===== config.mk =====
export PLATFORM = sky130hd
export DESIGN_NAME = alu_seq_ctrl_flat
export DESIGN_NICKNAME = d
export VERILOG_FILES = /design/src/rtl/alu_seq_ctrl_if.sv /design/src/rtl/alu_seq_ctrl.sv /design/src/flat_wrapper.sv
export SDC_FILE = /design/constraint.sdc
export NUM_CORES = 1
export LEC_CHECK = 0
export ABC_AREA = 1
export BUFFER_PORTS_ARGS = -buffer_cell sky130_fd_sc_hd__buf_2
export CELL_PAD_IN_SITES_DETAIL_PLACEMENT = 2
export CELL_PAD_IN_SITES_GLOBAL_PLACEMENT = 2
export CORE_ASPECT_RATIO = 1.75
export CORE_MARGIN = 2
export CORE_UTILIZATION = 25
export DETAILED_ROUTE_END_ITERATION = 8
export GPL_ROUTABILITY_DRIVEN = 0
export PLACE_DENSITY = 0.93
export SLEW_MARGIN = 0
export SYNTH_ARGS = -nofsm -noshare
export SYNTH_HDL_FRONTEND = slang
export SYNTH_SLANG_ARGS = --single-unit
export TNS_END_PERCENT = 100

===== constraint.sdc =====
create_clock -name clk -period 2.35 [get_ports clk]
set_clock_uncertainty 0.15 [all_clocks]
set_input_delay 0.1175 -clock clk [delete_from_list [all_inputs] [get_ports clk]]
set_output_delay 0.1175 -clock clk [all_outputs]
set_load 0.05 [all_outputs]

===== src/rtl/alu_seq_ctrl_if.sv =====
// Pipeline <-> ALU sequencer bundle: op issue/kill from the pipeline and the
// multiplier/divider phase controls, stall and completion back to it.
interface alu_seq_ctrl_if;
   logic        issue;
   logic [20:0] ALUop;
   logic        flush;
   logic [1:0]  mul_state;
   logic        d_init;
   logic        d_advance;
   logic        div_last;
   logic        stall;
   logic        done;
   logic        busy;

   // Pipeline side: presents ops, receives sequencing controls.
   modport master (
      output issue, ALUop, flush,
      input  mul_state, d_init, d_advance, div_last, stall, done, busy
   );

   // Sequencer side.
   modport slave (
      input  issue, ALUop, flush,
      output mul_state, d_init, d_advance, div_last, stall, done, busy
   );
endinterface


===== src/rtl/alu_seq_ctrl.sv =====
// Multi-cycle ALU sequencer: steps a 3-cycle multiplier and a
// (DIV_STEPS+1)-cycle divider, stalling the pipeline until the result is ready.
//
// state | meaning
// IDLE  | no multi-cycle op; outputs decoded from the incoming op
// MUL   | multiply in flight, cnt = cycles since issue (1..2)
// DIV   | divide in flight, cnt = divider step number (1..DIV_STEPS)
//
// resetn is active-high despite its name. Reset and flush both kill the
// in-flight op and zero every output in the cycle they are seen.
module alu_seq_ctrl #(
   parameter int unsigned DIV_STEPS = 32
) (
   input logic            clk,
   input logic            resetn,
   alu_seq_ctrl_if.slave  bus
);

   typedef enum logic [1:0] {
      IDLE = 2'd0,
      MUL  = 2'd1,
      DIV  = 2'd2
   } state_t;

   localparam logic [5:0] CNT_LAST = 6'(DIV_STEPS);
   localparam logic [5:0] MUL_LAST = 6'd2;

   state_t     state;
   logic [5:0] cnt;
   logic       busy_q;
   logic       mul_issue;
   logic       div_issue;

   // Multiply takes priority when a malformed op sets both groups.
   always_comb begin
      mul_issue = bus.issue & (|bus.ALUop[13:10]);
      div_issue = bus.issue & (|bus.ALUop[17:14]) & ~mul_issue;
   end

   // State, step counter and busy flag; issue is ignored outside IDLE.
   always_ff @(posedge clk) begin
      if (resetn || bus.flush) begin
         state  <= IDLE;
         cnt    <= 6'd0;
         busy_q <= 1'b0;
      end else begin
         case (state)
            IDLE: begin
               if (mul_issue) begin
                  state  <= MUL;
                  cnt    <= 6'd1;
                  busy_q <= 1'b1;
               end else if (div_issue) begin
                  state  <= DIV;
                  cnt    <= 6'd1;
                  busy_q <= 1'b1;
               end
            end
            MUL: begin
               if (cnt >= MUL_LAST) begin
                  state  <= IDLE;
                  cnt    <= 6'd0;
                  busy_q <= 1'b0;
               end else begin
                  cnt <= cnt + 6'd1;
               end
            end
            DIV: begin
               if (cnt >= CNT_LAST) begin
                  state  <= IDLE;
                  cnt    <= 6'd0;
                  busy_q <= 1'b0;
               end else begin
                  cnt <= cnt + 6'd1;
               end
            end
            default: begin
               state  <= IDLE;
               cnt    <= 6'd0;
               busy_q <= 1'b0;
            end
         endcase
      end
   end

   // Output decode: from the op in IDLE, from state/cnt while an op is in flight.
   always_comb begin
      bus.mul_state = 2'b00;
      bus.d_init    = 1'b0;
      bus.d_advance = 1'b0;
      bus.div_last  = 1'b0;
      bus.stall     = 1'b0;
      bus.done      = 1'b0;
      if (!resetn && !bus.flush) begin
         case (state)
            IDLE: begin
               if (mul_issue) begin
                  bus.mul_state = 2'b01;
                  bus.stall     = 1'b1;
               end else if (div_issue) begin
                  bus.d_init = 1'b1;
                  bus.stall  = 1'b1;
               end
            end
            MUL: begin
               if (cnt == 6'd1) begin
                  bus.mul_state = 2'b10;
                  bus.stall     = 1'b1;
               end else if (cnt == MUL_LAST) begin
                  bus.mul_state = 2'b11;
                  bus.done      = 1'b1;
               end
            end
            DIV: begin
               if (cnt == CNT_LAST) begin
                  bus.d_advance = 1'b1;
                  bus.div_last  = 1'b1;
                  bus.done      = 1'b1;
               end else if (cnt != 6'd0) begin
                  bus.d_advance = 1'b1;
                  bus.stall     = 1'b1;
               end
            end
            default: ;
         endcase
      end
   end

   // busy is the registered in-flight flag, held low while reset is applied.
   always_comb begin
      bus.busy = busy_q & ~resetn;
   end

endmodule


===== src/flat_wrapper.sv =====
// flat-port wrapper written by rule: the top's interface ports become plain ports
module alu_seq_ctrl_flat 
#(
   parameter int unsigned DIV_STEPS = 32
)
  (clk, resetn, bus_issue, bus_ALUop, bus_flush, bus_mul_state, bus_d_init, bus_d_advance, bus_div_last, bus_stall, bus_done, bus_busy);
  alu_seq_ctrl_if bus_i ();
  input logic clk;
  input logic resetn;
  input wire logic [$bits(bus_i.issue)-1:0] bus_issue;
  input wire logic [$bits(bus_i.ALUop)-1:0] bus_ALUop;
  input wire logic [$bits(bus_i.flush)-1:0] bus_flush;
  output wire logic [$bits(bus_i.mul_state)-1:0] bus_mul_state;
  output wire logic [$bits(bus_i.d_init)-1:0] bus_d_init;
  output wire logic [$bits(bus_i.d_advance)-1:0] bus_d_advance;
  output wire logic [$bits(bus_i.div_last)-1:0] bus_div_last;
  output wire logic [$bits(bus_i.stall)-1:0] bus_stall;
  output wire logic [$bits(bus_i.done)-1:0] bus_done;
  output wire logic [$bits(bus_i.busy)-1:0] bus_busy;
  assign bus_i.issue = bus_issue;
  assign bus_i.ALUop = bus_ALUop;
  assign bus_i.flush = bus_flush;
  assign bus_mul_state = bus_i.mul_state;
  assign bus_d_init = bus_i.d_init;
  assign bus_d_advance = bus_i.d_advance;
  assign bus_div_last = bus_i.div_last;
  assign bus_stall = bus_i.stall;
  assign bus_done = bus_i.done;
  assign bus_busy = bus_i.busy;
  alu_seq_ctrl #(.DIV_STEPS(DIV_STEPS)) u_core (.clk(clk), .resetn(resetn), .bus(bus_i));
endmodule

==> key figures <==
Floorplan
  • Die H: 78.1 um
  • Core Area: 2960 sq um
  • Initial Utilization: 0.265
  • Die extent in x: 46.3 um
  • I/O pin cnt: 33
  • Die ar.: 3620 sq um
  • # rows: 26

Routing
  • Initial DRT Pass Iterations: 4
  • DRC viols: 0
  • Vias: 877
  • Routed Antenna Nets: 0
  • Wire length per cell: 15.2 um
  • Via/cell ratio: 4.79
  • Drt initial violations: 11
  • WL final: 2.78 mm

Pwr
  • Net Sw Frac: 0.331
  • Sequential share of power: 0.352
  • Worst VDD drop: 418 uV
  • Clock group share of total power: 0.410
  • P_int: 0.000313 W
  • Psw: 0.000155 W
  • PwrDens: 482 nW/um^2
  • Leakage: 0.466 nW
  • Gate power share: 0.238

Critical path
  • R2R setup slack: 0.59 ns
  • Worst reg-to-reg path cell count: 8
  • Worst Path Buf+Inv: 3
  • CP Class: flip-flop to output pin
  • Critical Path, Cell by Cell: inv_1 -> ha_1 -> nand3_1 -> nand3_1 -> nand3_1 -> nand3_1 -> inv_1 -> buf_2
  • Startpoint types: flip-flop
  • Most frequent CP cell: nand3_1
  • Worst path required time: 2.08 ns
  • Worst flop-to-flop path startpoint: u_core.state[1]
  • Master of the slowest instance on the critical path: dfxtp_1
  • Worst reg2reg endpoint: u_core.cnt[4]
  • Critical path fanouts, max: 6
  • Critical Path Max Stage Delay: 0.47 ns
  • Worst Setup End Kind: output pin
  • Crit path DAT: 1.79 ns
  • CP delay by family, top: flip-flops

Worst hold path
  • HP Class: input port to flip-flop
  • Min-delay src: bus_flush
  • Hold-critical path endpoint: u_core.cnt[3]
  • Worst hold path depth: 4

Logic synthesis
  • Area leader, netlist: dfxtp_1
  • Syn Nets: 151
  • YS warnings: 0
  • Synth top area share: 0.230
  • Yosys cell types: 24
  • Seq/Total Area, Yosys: 0.230
  • Post-synthesis cell area: 785 sq um
  • Top cells by area, synth: dfxtp_1, nand2_1, ha_1
  • Avg Cell Area, Syn: 6.59 sq um
  • Yosys reg bits: 9
  • Synth Instances: 119

Clock network
  • Max Root-Sink Buffers: 2
  • Clk Latency, worst-skew pair: 0.24 ns
  • Clock root cell: clkbuf_8
  • Total number of H-tree levels: 1
  • CTS Sinks: 9
  • # Post-CTS Setup Buffers: 0
  • CTS tree: done
  • CTS buffer count: 3
  • Clock-pin slew on the worst setup and hold paths: 0.05 ns
  • Hold buffer count at CTS: 0
  • PostCTS Resize Cnt: 0

Global route
  • Initial antenna violation count: 0
  • First-pass GRT wire length: 4.55 mm
  • GRT overflow: 0
  • GRT Overall Usage: 0.177
  • Largest net degree at the start of global routing: 12
  • Number of global-route vias before repair: 991

Outcome
  • Outcome: complete, no violations

STA
  • Final setup vio count: 0
  • Max_slew headroom: 0.812
  • Period utilization: 0.874
  • Final Critical Period: 2.05 ns
  • Final Hold Viols: 0
  • Final Max Tran Viols: 0
  • F_max: 487 MHz
  • WHS: 0.0451 ns
  • Setup tns final: 0 ns
  • Worst-margin pin slew: 0.282 ns
  • Unrepaired setup endpoints after global routing: no

Finish
  • Area grow syn2layout: 23.9%
  • Most common cell after layout, fill and taps aside: nand2_1
  • Nets: 174
  • Layout Utilization: 0.328
  • Antenna Cells: 0
  • Commonest non-fill, non-tap cells in the layout: nand2_1, buf_2, nor2_1
  • Layout cells sized above 1: 0.277
  • Fillers: 374

Placement
  • Post-DP HPWL: 2.09 mm
  • Buffers on Ports: 19

Job
  • Max-cap viol count: 0
## power by group through the flow
stage | Clock, W | Combinational (W) | Sequential (W)
finish | 0.000192 | 0.000111 | 0.000165
global route | 0.000202 | 0.000124 | 0.000165
CTS | 0.000195 | 0.000113 | 0.000165
floorplan | 0 | 0.0000788 | 0.000165
detailed placement | 0 | 0.000108 | 0.000168
global placement | 0 | 0.000103 | 0.000167
## state kept, by name (all words and copies together) (netlist names)
name / count
u_core.state: 2
u_core.cnt: 6
u_core.busy_q: 1
## tightest hold or removal path, cell delays in order
cell and delay [ns]:
buf_2 0.10, nor2_4 0.07, nand2_1 0.07, nor2_1 0.03
## worst max-delay path by stage
stage | slack [ns] | cells past startpoint | start | end
finish | 0.30 | 8 | u_core.cnt[0] | bus_stall
CTS | 0.30 | 8 | u_core.cnt[0] | bus_stall
floorplan | 0.40 | 4 | u_core.state[0] | bus_d_init
global route | 0.19 | 8 | u_core.cnt[0] | bus_stall
global placement | 0.64 | 8 | u_core.cnt[0] | bus_stall
detailed placement | 0.57 | 8 | u_core.cnt[0] | bus_stall
## layer usage
| metal | GRT usage | part of all wire |
|---|---|---|
| met1 | 0.173 | 0.35 |
| met2 | 0.324 | 0.59 |
| met3 | 0.0253 | 0.026 |
| met4 | 0.0971 | 0.035 |
| met5 | 0 | 0 |
## through the flow
step / setup WS (ns) / cells / instance area (sq um) / power (W)
5_1_grt: 0.193 / 183 / 972 / 0.000491
6_report: 0.297 / 183 / 972 / 0.000468
3_5_place_dp: 0.568 / 179 / 927 / 0.000276
2_1_floorplan: 0.398 / 119 / 791 / 0.000244
4_1_cts: 0.301 / 183 / 972 / 0.000473
3_3_place_gp: 0.640 / 179 / 927 / 0.000271
## cell usage after synthesis
cell and n:
nand2_1 29, nor2_1 15, inv_1 14, nand3_1 10, a21oi_1 9, dfxtp_1 9
ha_1 7, nor2_4 5, inv_2 3, nand4_1 3, nand2_2 2, a21boi_1 1
a31oi_1 1, buf_6 1, clkinv_1 1, nand2_4 1, nand3_2 1, nor2_2 1
nor3_2 1, nor4_1 1, o211ai_1 1, o21ai_1 1, o21ai_2 1, o21bai_2 1
## area by class of cell
type	instances	area [sq um]	area share
multi-input cells	91	532	0.547
well taps	42	52.6	0.0541
flip-flops and latches	9	180	0.185
inverters	18	67.6	0.0695
repair buffers	19	95.1	0.0978
clock buffers	4	45.0	0.0463
## logic make-up after synthesis
kind of cell,Yosys count,synth area share
compound gates,15,0.116
fa+ha+maj,7,0.112
buf+inv,19,0.100
flops,9,0.230
simple gates,69,0.442
Note: power is estimated with default switching activity, not from simulation.
